===== config.mk =====
export PLATFORM = sky130hd
export DESIGN_NAME = pipeline_ctrl
export DESIGN_NICKNAME = d
export VERILOG_FILES = /design/src/rtl/pipeline_ctrl.sv
export SDC_FILE = /design/constraint.sdc
export NUM_CORES = 1
export LEC_CHECK = 0
export ABC_AREA = 0
export CORE_UTILIZATION = 43
export CTS_BUF_LIST = sky130_fd_sc_hd__clkbuf_8 sky130_fd_sc_hd__clkbuf_16
export DETAILED_ROUTE_END_ITERATION = 16
export PLACE_DENSITY = 0.75
export SYNTH_ARGS = -nofsm -noshare
export SYNTH_HDL_FRONTEND = slang
export SYNTH_SLANG_ARGS = --single-unit
export TNS_END_PERCENT = 20

===== constraint.sdc =====
create_clock -name clk -period 5.56 [get_ports clk]
set_input_delay 1.112 -clock clk [delete_from_list [all_inputs] [get_ports clk]]
set_output_delay 1.112 -clock clk [all_outputs]
set_load 0.02 [all_outputs]

===== src/rtl/pipeline_ctrl.sv =====
// Stall/flush sequencer for the 5-stage pipeline registers: turns hazard,
// memory-wait and exception inputs into per-register write enables and clears.
//
// state   | meaning
// RUN     | normal issue, hazards decoded every cycle
// MEMWAIT | data access outstanding, PC..EX/MEM frozen, bubble into MEM/WB
// EXCHOLD | exception just taken, exc_req masked for EXC_HOLDOFF cycles
module pipeline_ctrl #(
  parameter int CNT_W       = 16,
  parameter int TIMEOUT     = 255,
  parameter int TO_W        = 8,
  parameter int EXC_HOLDOFF = 2
) (
  input  logic             clk,
  input  logic             reset,
  input  logic             imem_ready,
  input  logic             dmem_req,
  input  logic             dmem_ready,
  input  logic             load_use,
  input  logic             branch_taken,
  input  logic             exc_req,
  output logic             pc_we,
  output logic             ifid_we,
  output logic             idex_we,
  output logic             exmem_we,
  output logic             memwb_we,
  output logic             ifid_clr,
  output logic             idex_clr,
  output logic             exmem_clr,
  output logic             memwb_clr,
  output logic             exc_ack,
  output logic             mem_err,
  output logic [CNT_W-1:0] stall_count
);

  localparam int HO_W = (EXC_HOLDOFF < 2) ? 1 : $clog2(EXC_HOLDOFF + 1);
  localparam logic [TO_W-1:0] TO_LIM  = TO_W'(TIMEOUT);
  localparam logic [HO_W-1:0] HO_LOAD = HO_W'(EXC_HOLDOFF);

  typedef enum logic [1:0] {
    RUN     = 2'd0,
    MEMWAIT = 2'd1,
    EXCHOLD = 2'd2
  } state_t;

  state_t            state;
  logic [TO_W-1:0]   wait_cnt;
  logic [TO_W-1:0]   wait_nxt;
  logic [HO_W-1:0]   hold_cnt;
  logic              exc_take;
  logic              mem_stall;

  // Exceptions are only accepted from RUN; MEMWAIT and EXCHOLD both mask them.
  assign exc_take = (state == RUN) && exc_req;
  assign wait_nxt = (wait_cnt == '1) ? wait_cnt : wait_cnt + TO_W'(1);

  always_comb begin
    if (state == MEMWAIT) mem_stall = !dmem_ready;
    else                  mem_stall = !exc_take && dmem_req && !dmem_ready;
  end

  always_comb begin
    pc_we     = 1'b1;
    ifid_we   = 1'b1;
    idex_we   = 1'b1;
    exmem_we  = 1'b1;
    memwb_we  = 1'b1;
    ifid_clr  = 1'b0;
    idex_clr  = 1'b0;
    exmem_clr = 1'b0;
    memwb_clr = 1'b0;
    exc_ack   = 1'b0;
    if (!reset) begin
      pc_we     = 1'b0;
      ifid_we   = 1'b0;
      idex_we   = 1'b0;
      exmem_we  = 1'b0;
      memwb_we  = 1'b0;
      ifid_clr  = 1'b1;
      idex_clr  = 1'b1;
      exmem_clr = 1'b1;
      memwb_clr = 1'b1;
    end else if (exc_take) begin
      ifid_clr  = 1'b1;
      idex_clr  = 1'b1;
      exmem_clr = 1'b1;
      exc_ack   = 1'b1;
    end else if (mem_stall) begin
      pc_we     = 1'b0;
      ifid_we   = 1'b0;
      idex_we   = 1'b0;
      exmem_we  = 1'b0;
      memwb_clr = 1'b1;
    end else if (!imem_ready) begin
      pc_we    = 1'b0;
      ifid_clr = 1'b1;
    end else if (load_use) begin
      // load_use outranks branch_taken: the branch re-resolves next cycle
      pc_we    = 1'b0;
      ifid_we  = 1'b0;
      idex_clr = 1'b1;
    end else if (branch_taken) begin
      ifid_clr = 1'b1;
    end
  end

  always_ff @(posedge clk or negedge reset) begin
    if (!reset) begin
      state       <= RUN;
      wait_cnt    <= '0;
      hold_cnt    <= '0;
      mem_err     <= 1'b0;
      stall_count <= '0;
    end else begin
      if (!pc_we && (stall_count != '1))
        stall_count <= stall_count + CNT_W'(1);

      // The cycle that enters MEMWAIT already counts as a wait cycle.
      if (mem_stall) begin
        wait_cnt <= wait_nxt;
        if (wait_nxt >= TO_LIM)
          mem_err <= 1'b1;
      end else begin
        wait_cnt <= '0;
      end

      case (state)
        RUN: begin
          if (exc_take) begin
            state    <= EXCHOLD;
            hold_cnt <= HO_LOAD;
          end else if (mem_stall) begin
            state <= MEMWAIT;
          end
        end
        MEMWAIT: begin
          if (!mem_stall)
            state <= RUN;
        end
        EXCHOLD: begin
          if (mem_stall) begin
            state    <= MEMWAIT;
            hold_cnt <= '0;
          end else if (hold_cnt <= HO_W'(1)) begin
            state    <= RUN;
            hold_cnt <= '0;
          end else begin
            hold_cnt <= hold_cnt - HO_W'(1);
          end
        end
        default: begin
          state    <= RUN;
          hold_cnt <= '0;
        end
      endcase
    end
  end

endmodule


# Word level (Yosys, flattened, before mapping)
# Cells that the tools add are included.
# word_totals
in_bits	8
out_inout_bits	27
elab_cells	73
reg_bits	29
# op_classes
bitwise_logic	1
addsub	3
magnitude_cmp	2
n_eq_ne	8
n_reduce_logical	11
n_mux	43
# ops
op	count
$mux 1	31
$add 16x1->16 const B	1
$mux 2	8
$mux 8	2
$ne 16x16->1 const B	1
$pmux 2 s3	2
$add 8x1->8 const B	1
$eq 8x8->1 const B	1
$ge 8x8->1 const B	1
$ne 3x3->1 const B	2
$logic_and 1x1->1	4
$ne 2x2->1 const B	2
$reduce_and 2->1	2
$logic_not 1->1	3
$reduce_and 3->1	1
$eq 2x1->1 const B	1
$eq 2x2->1 const B	1
$le 2x1->1 const B	1
$logic_not 2->1	1
$sub 2x1->2 const B	1
$not 1->1	1

# Depth between registers and ports, before layout
# Gate-level depths: netlist of the first run.
# depth
word_depth	11
depth_mapped	8
ltp_nobuf	6

# Least setup slack after synthesis of the first run
# No wires, ideal clock.
# synth_timing
path_type	input to output
start	input port exc_req
end	output port idex_we
slack_ns	2.196
arrival_ns	2.252
t_required_ns	4.448
n_path_buf	2
stages	6
cell_sequence	nand2b_1 > a21oi_2 > or2_2 > buf_2 > and2_1 > buf_4
# synth_via
elab_chain_len	8
# synth_rtl
element	line_no	source
start, declared	21	input logic exc_req,
$logic_and 1x1->1 *	54	assign exc_take = (state == RUN) && exc_req;
$logic_not 1->1	59	else mem_stall = !exc_take && dmem_req && !dmem_ready;
$logic_and 1x1->1 (2 in a row)	59	
$mux 1	58	if (state == MEMWAIT) mem_stall = !dmem_ready;
$mux 1	--	
$mux 1 * (2 in a row)	--	
end, declared	24	output logic idex_we,
# Every way passes the cells marked *; elsewhere a longest branch is shown, timed or not.

# Worst setup path in the final report of the first run
# layout_timing
start	input port exc_req
end	output port ifid_we
# layout_via
elab_chain_len	8
# layout_rtl
element	line_no	source
$logic_and 1x1->1 *	54	
$logic_not 1->1	59	
$logic_and 1x1->1 (2 in a row)	59	
$mux 1	58	
$mux 1	88	end else if (mem_stall) begin
$mux 1 *	83	end else if (exc_take) begin
$mux 1 *	73	if (!reset) begin
end, declared	23	output logic ifid_we,
# Marked as above.

==> results of run 1 <==
==> cell families (layout without fill, tap and decap cells) <==
family	count (synthesis)	after routing	synth area share [%]
adders and majority gates	2	2	1.59
DFF	29	29	46.1
and+or+nand+nor	70	70	24.7
muxes	5	5	3.50
xor gates and xnor gates	14	14	7.79
AOI/OAI and AO/OA	25	25	11.7
buffers and inverters	13	49	4.61
==> power by group through the flow <==
| stage | Clock [mW] | Combinational [mW] | Sequential [mW] |
|---|---|---|---|
| CTS | 0.237 | 0.263 | 0.296 |
| global route | 0.253 | 0.280 | 0.303 |
| floorplan | 0 | 0.138 | 0.322 |
| detailed placement | 0 | 0.262 | 0.299 |
| global placement | 0 | 0.253 | 0.295 |
| finish | 0.233 | 0.260 | 0.296 |
==> stage by stage <==
stage / cell area (sq um) / util (%)
floorplan: 1570 / -
global placement: 1930 / 56.5
detailed placement: 1930 / 56.5
CTS: 2050 / 60.0
global route: 2050 / 60.0
finish: 2050 / 60.0
==> worst max path at each step <==
stage,to,slack [ps],cells after the start
6_report,ifid_we,1280,7
5_1_grt,idex_we,1190,6
4_1_cts,ifid_we,1290,7
3_5_place_dp,ifid_we,1300,7
3_3_place_gp,pc_we,1350,6
2_1_floorplan,idex_we,2200,6
==> state kept, by name, summed over array words and instances, names as in the netlist <==
signal       count
hold_cnt         2
stall_count     16
state            2
mem_err          1
wait_cnt         8
==> placed cells by master, fill, tap and decap left out, drive strengths merged, types with 2 or more instances in the layout <==
| cell | instances |
|---|---|
| mux2 | 4 |
| clkdlybuf4s50 | 34 |
| and4 | 2 |
| a211oi | 2 |
| a31oi | 5 |
| xnor2 | 12 |
| nand3 | 13 |
| o21ai | 5 |
| xor2 | 2 |
| nand2b | 4 |
| nand3b | 2 |
| nor3 | 5 |
| and2 | 3 |
| clkbuf | 6 |
| dfrtp | 29 |
| and3 | 7 |
| a21oi | 5 |
| nor2 | 11 |
| nor2b | 2 |
| nand2 | 10 |
| inv | 6 |
| nand4 | 6 |
| ha | 2 |
==> final cells by class <==
class                           instances  area [sq um]  share of cell area [%]
Inverter                                6          22.5                    1.10
Multi-Input combinational cell        116           776                    37.9
Clock buffer                            6          82.6                    4.03
Tap cell                               46          57.6                    2.81
Clock inverter                          2          37.5                    1.83
Timing Repair Buffer                   35           348                    17.0
Sequential cell                        29           726                    35.4
==> layer usage <==
layer,routed length [um],share of wire (%),up-vias,track usage (%)
met5,0,0,-,0
met3,144,4.4,3,9.31
li1,-,-,631,-
met1,1480,45,618,23.7
met4,34,1.0,0,7.56
met2,1610,49,25,30.2
==> results.json, run 1 <==
{
  "outcome": "completed",
  "clkLatencyLatePin_ps": 290,
  "rsz0062_at_grt": "false",
  "n_fill_cell": 306,
  "reg2reg_slack_ps": 3360,
  "min_from": "mem_err",
  "cts_sinks": 29,
  "antenna_left": 0,
  "crit_family": "buffers and inverters",
  "clock_skew_ps": 4.83,
  "drive_gt1_share_pct": 10.8,
  "nNetsFinal": 203,
  "num_vias": 1277,
  "synth_common_cells": "29 x dfrtp_1, 13 x nand3_1, 12 x xnor2_1",
  "avgViaCountPerCell": 5.32,
  "initial_core_util_pct": 46.1,
  "dieArea_sq_um": 3910,
  "maxCapViolCount": 0,
  "antenna_found_initial": 0,
  "syn_nets": 168,
  "fin_setup_tns_ps": 0,
  "crit_path_cell_trace": "clkdlybuf4s50_1, nand2b_1, a21oi_2, or2_2, a21oi_1, nor2b_1, clkdlybuf4s50_1",
  "hold_viol": 0,
  "yosysTopAreaCell": "dfrtp_1",
  "grt_pass1_wl_um": 5820,
  "synthFlopType": "dfrtp_1",
  "gp_congestion": 0.850,
  "cts_inserted_buffers": 5,
  "yosys.area.top_type_share_pct": 46.1,
  "hold_buffers": 0,
  "period_share_pct": 76.9,
  "r2r_cells": 5,
  "drc_errors": 0,
  "hold_path_class": "reg2reg",
  "ys_warn_count": 0,
  "crit_start": "exc_req",
  "synth-async-reset-ratio_pct": 100,
  "cellPowerDensity_nw_per_um2": 385,
  "clkPwrFrac_pct": 29.5,
  "die_h_um": 62.5,
  "cp.required_ps": 4450,
  "area_delta_synth_final_pct": 30.2,
  "synth_cell_types": 41,
  "synthesis.area_sq_um": 1570,
  "peakVddDrop_mv": 0.281,
  "grt_use_total_pct": 19.6,
  "grt_max_degree": 35,
  "pwr-share-seq_pct": 37.5,
  "postSynthAreaPerCell_sq_um": 9.96,
  "critPathArrivalTime_ps": 3160,
  "critical_path_class": "in2out",
  "crit_path_end_kind": "primary output",
  "slowest_delay_ps": 610,
  "setup_slack_ps": 1280,
  "cts.clk_slew.worst_paths_ps": 60,
  "cellLeakagePower_nw": 0.850,
  "drt_first_pass_iters": 4,
  "netSwitchingFraction_pct": 34.2,
  "path_max_fanout": 13,
  "clk_path_buf_depth": 2,
  "cts_resized": 0,
  "post_cts_buffers": 0,
  "dp_hpwl_um": 2390,
  "p_comb_share_pct": 33.0,
  "num_antenna_cells": 0,
  "io_pins": 35,
  "startpoint_type": "input pin",
  "slew_viol_final": 0,
  "core_region_area_sq_um": 3420,
  "max_slew.worst_pin.slew_ps": 633,
  "wirelength_um": 3270,
  "critPathSlowestCell": "clkdlybuf4s50_1",
  "seq_area_frac_synth_pct": 46.1,
  "pre_cts_slack_ps": 1300,
  "ys_ff_latch": 29,
  "std_cell_rows": 21,
  "final_cells": 240,
  "finalSetupViolCount": 0,
  "min_to": "mem_err",
  "critical_path.most_common_cell": "clkdlybuf4s50_1",
  "worstHoldPathCells": 1,
  "dieWidth_um": 62.5,
  "yosysMostFrequentCell": "dfrtp_1",
  "htreeDepth": 2,
  "clockRootBuffer": "clkbuf_8",
  "intPower_mw": 0.519,
  "relSlewSlack_pct": 57.8,
  "synth_edf_count": 0,
  "gr-total-overflow": 0,
  "fmax_ghz": 0.234,
  "cts_tree": "done",
  "worstReg2RegEnd": "stall_count[1]",
  "p_switching_mw": 0.270,
  "syn_inst": 158,
  "port_buffers": 34,
  "first_global_vias": 1278,
  "detail_route.wl_per_cell_um": 13.6,
  "power_mw": 0.789,
  "synth_area_leaders": "dfrtp_1 46%, xnor2_1 6.7%, nand3_1 4.1%",
  "r2r-start": "stall_count[0]",
  "cp.buffers_inverters": 2,
  "dp_cells": 232,
  "min_period_ps": 4280,
  "first_iter_violations": 70,
  "hold_slack_ps": 472
}
No activity file was read; power rests on OpenSTA's default activity.
==> inputs of run 2 (changes only) <==
--- a/config.mk
+++ b/config.mk
@@ -9,7 +9,7 @@
 export CORE_UTILIZATION = 43
 export CTS_BUF_LIST = sky130_fd_sc_hd__clkbuf_8 sky130_fd_sc_hd__clkbuf_16
 export DETAILED_ROUTE_END_ITERATION = 16
-export PLACE_DENSITY = 0.75
+export PLACE_DENSITY = 0.78
 export SYNTH_ARGS = -nofsm -noshare
 export SYNTH_HDL_FRONTEND = slang
 export SYNTH_SLANG_ARGS = --single-unit
==> constraint.sdc (replaced) <==
create_clock -name clk -period 3.8 [get_ports clk]
set_input_delay 0.76 -clock clk [delete_from_list [all_inputs] [get_ports clk]]
set_output_delay 0.76 -clock clk [all_outputs]
set_load 0.02 [all_outputs]
==> run 2 against run 1 <==
  * Worst setup slack lost 1000 ps
  * Non-clock buffer count grew 2
  * Die area stayed put
  * First-iteration DRC count is 4.3% lower
  * Routed wire length rose by 11%
  * Sequential power rose by 47%
  * Core utilization decreased by 0.73 points
  * Final area down 1.2%
  * Highest routed layer unchanged
==> results.json, run 2 (synthesis results as in run 1) <==
{
  "path_max_fanout": 4,
  "worstHoldPathCells": 1,
  "clk_path_buf_depth": 2,
  "cellPowerDensity_nw_per_um2": 523,
  "drc_errors": 0,
  "grt_max_degree": 20,
  "worstReg2RegEnd": "stall_count[1]",
  "initial_core_util_pct": 46.1,
  "clock_skew_ps": 8.04,
  "min_period_ps": 3560,
  "largest_register_ffs": 16,
  "num_vias": 1303,
  "finalSetupViolCount": 0,
  "top_layer": "met4",
  "port_buffers": 34,
  "cts_inserted_buffers": 5,
  "first_iter_violations": 67,
  "r2r-start": "stall_count[0]",
  "maxCapViolCount": 0,
  "antenna_left": 0,
  "startpoint_type": "input pin",
  "dieWidth_um": 62.5,
  "fmax_ghz": 0.281,
  "drt_first_pass_iters": 4,
  "grt_pass1_wl_um": 5940,
  "relSlewSlack_pct": 58.6,
  "num_antenna_cells": 0,
  "wl_met1_um": 1550,
  "clockRootBuffer": "clkbuf_8",
  "die_h_um": 62.5,
  "power_mw": 1.06,
  "nNetsFinal": 205,
  "reg2reg_slack_ps": 1610,
  "grt_use_total_pct": 19.6,
  "io_pins": 35,
  "post_cts_buffers": 0,
  "place_area_sq_um": 1940,
  "dieArea_sq_um": 3910,
  "reg_top3": "stall_count x16, wait_cnt x8",
  "peakVddDrop_mv": 0.423,
  "critical_path_class": "in2out",
  "core_region_area_sq_um": 3420,
  "hold_buffers": 0,
  "detail_route.wl_per_cell_um": 15.0,
  "wirelength_um": 3630,
  "hold_viol": 0,
  "regMostFlops": "stall_count",
  "slew_viol_final": 0,
  "cp.required_ps": 3040,
  "final_cell_area_sq_um": 2020,
  "critPathArrivalTime_ps": 2800,
  "crit_start": "exc_req",
  "cts_resized": 0,
  "htreeDepth": 2,
  "rsz0062_at_grt": "false",
  "first_global_vias": 1290,
  "crit_path_end_kind": "primary output",
  "antenna_found_initial": 0,
  "dr_wl_met2_um": 1870,
  "avgViaCountPerCell": 5.38,
  "gr-total-overflow": 0,
  "n_fill_cell": 304,
  "layout_common_cells": "34 x clkdlybuf4s50_1, 29 x dfrtp_1, 13 x nand3_1, 12 x xnor2_1, 11 x nor2_1",
  "wl_met3_um": 147,
  "final_common_cell": "clkdlybuf4s50_1",
  "outcome": "completed",
  "cts.clk_slew.worst_paths_ps": 60,
  "area_delta_synth_final_pct": 28.6,
  "min_from": "mem_err",
  "drive_gt1_share_pct": 10.2,
  "dp_hpwl_um": 2710,
  "hold_path_class": "reg2reg",
  "max_slew.worst_pin.slew_ps": 621,
  "cts_tree": "done",
  "cellLeakagePower_nw": 0.854,
  "r2r_cells": 5,
  "min_to": "mem_err",
  "period_share_pct": 93.8,
  "multiInputGateArea_sq_um": 776,
  "clkLatencyLatePin_ps": 280,
  "cts_sinks": 29,
  "std_cell_rows": 21,
  "fin_setup_tns_ps": 0,
  "ff_latch_area_sq_um": 726,
  "gp_congestion": 0.811
}
## run 2: cell count changes in the layout (fill, tap and decap cells not counted), sizes merged
cell	before	now
inv	6	9
buf	1	3
bufinv	1	0
clkbuf	6	5
clkinvlp	1	0
## run 2: worst max-delay path: stages
cell	delay, ps
clkdlybuf4s50_1	500
or3b_2	510
a21boi_2	220
a21oi_1	110
inv_1	90
clkdlybuf4s50_1	600
## run 2: power breakdown
part	internal, mW	total [mW]	switching, mW
combinational	0.183	0.388	0.204
sequential	0.367	0.436	0.0691
clock	0.122	0.236	0.114
total	0.671	1.06	0.388
## run 2: how the worst max path moves through the flow
| stage | endpoint | depth (start not counted) |
|---|---|---|
| after detailed placement | pc_we | 6 |
| after CTS | pc_we | 6 |
| after floorplan | idex_we | 6 |
| final | pc_we | 6 |
| after global placement | pc_we | 6 |
| after global routing | pc_we | 6 |
## run 2: cell type report
class,count,area share (%)
clock buffers,5,3.40
clock inverters,3,0.556
inverters,6,1.11
multi-input cells,116,38.3
flip-flops and latches,29,35.8
well taps,46,2.84
repair buffers,37,17.9
## run 2: metrics by stage
stage	cells	hold slack, ps	utilization [%]	worst slack (ps)
global placement	234	462	56.9	295
finish	242	472	59.3	236
global route	242	511	59.3	183
detailed placement	234	462	56.9	249
floorplan	158	439	-	1140
CTS	242	478	59.3	238
## run 2: per-layer routing
layer | track usage [%] | vias to the layer above
met5 | 0 | -
met4 | 10.2 | 0
met3 | 5.84 | 8
met2 | 33.0 | 29
met1 | 22.4 | 630
li1 | - | 636
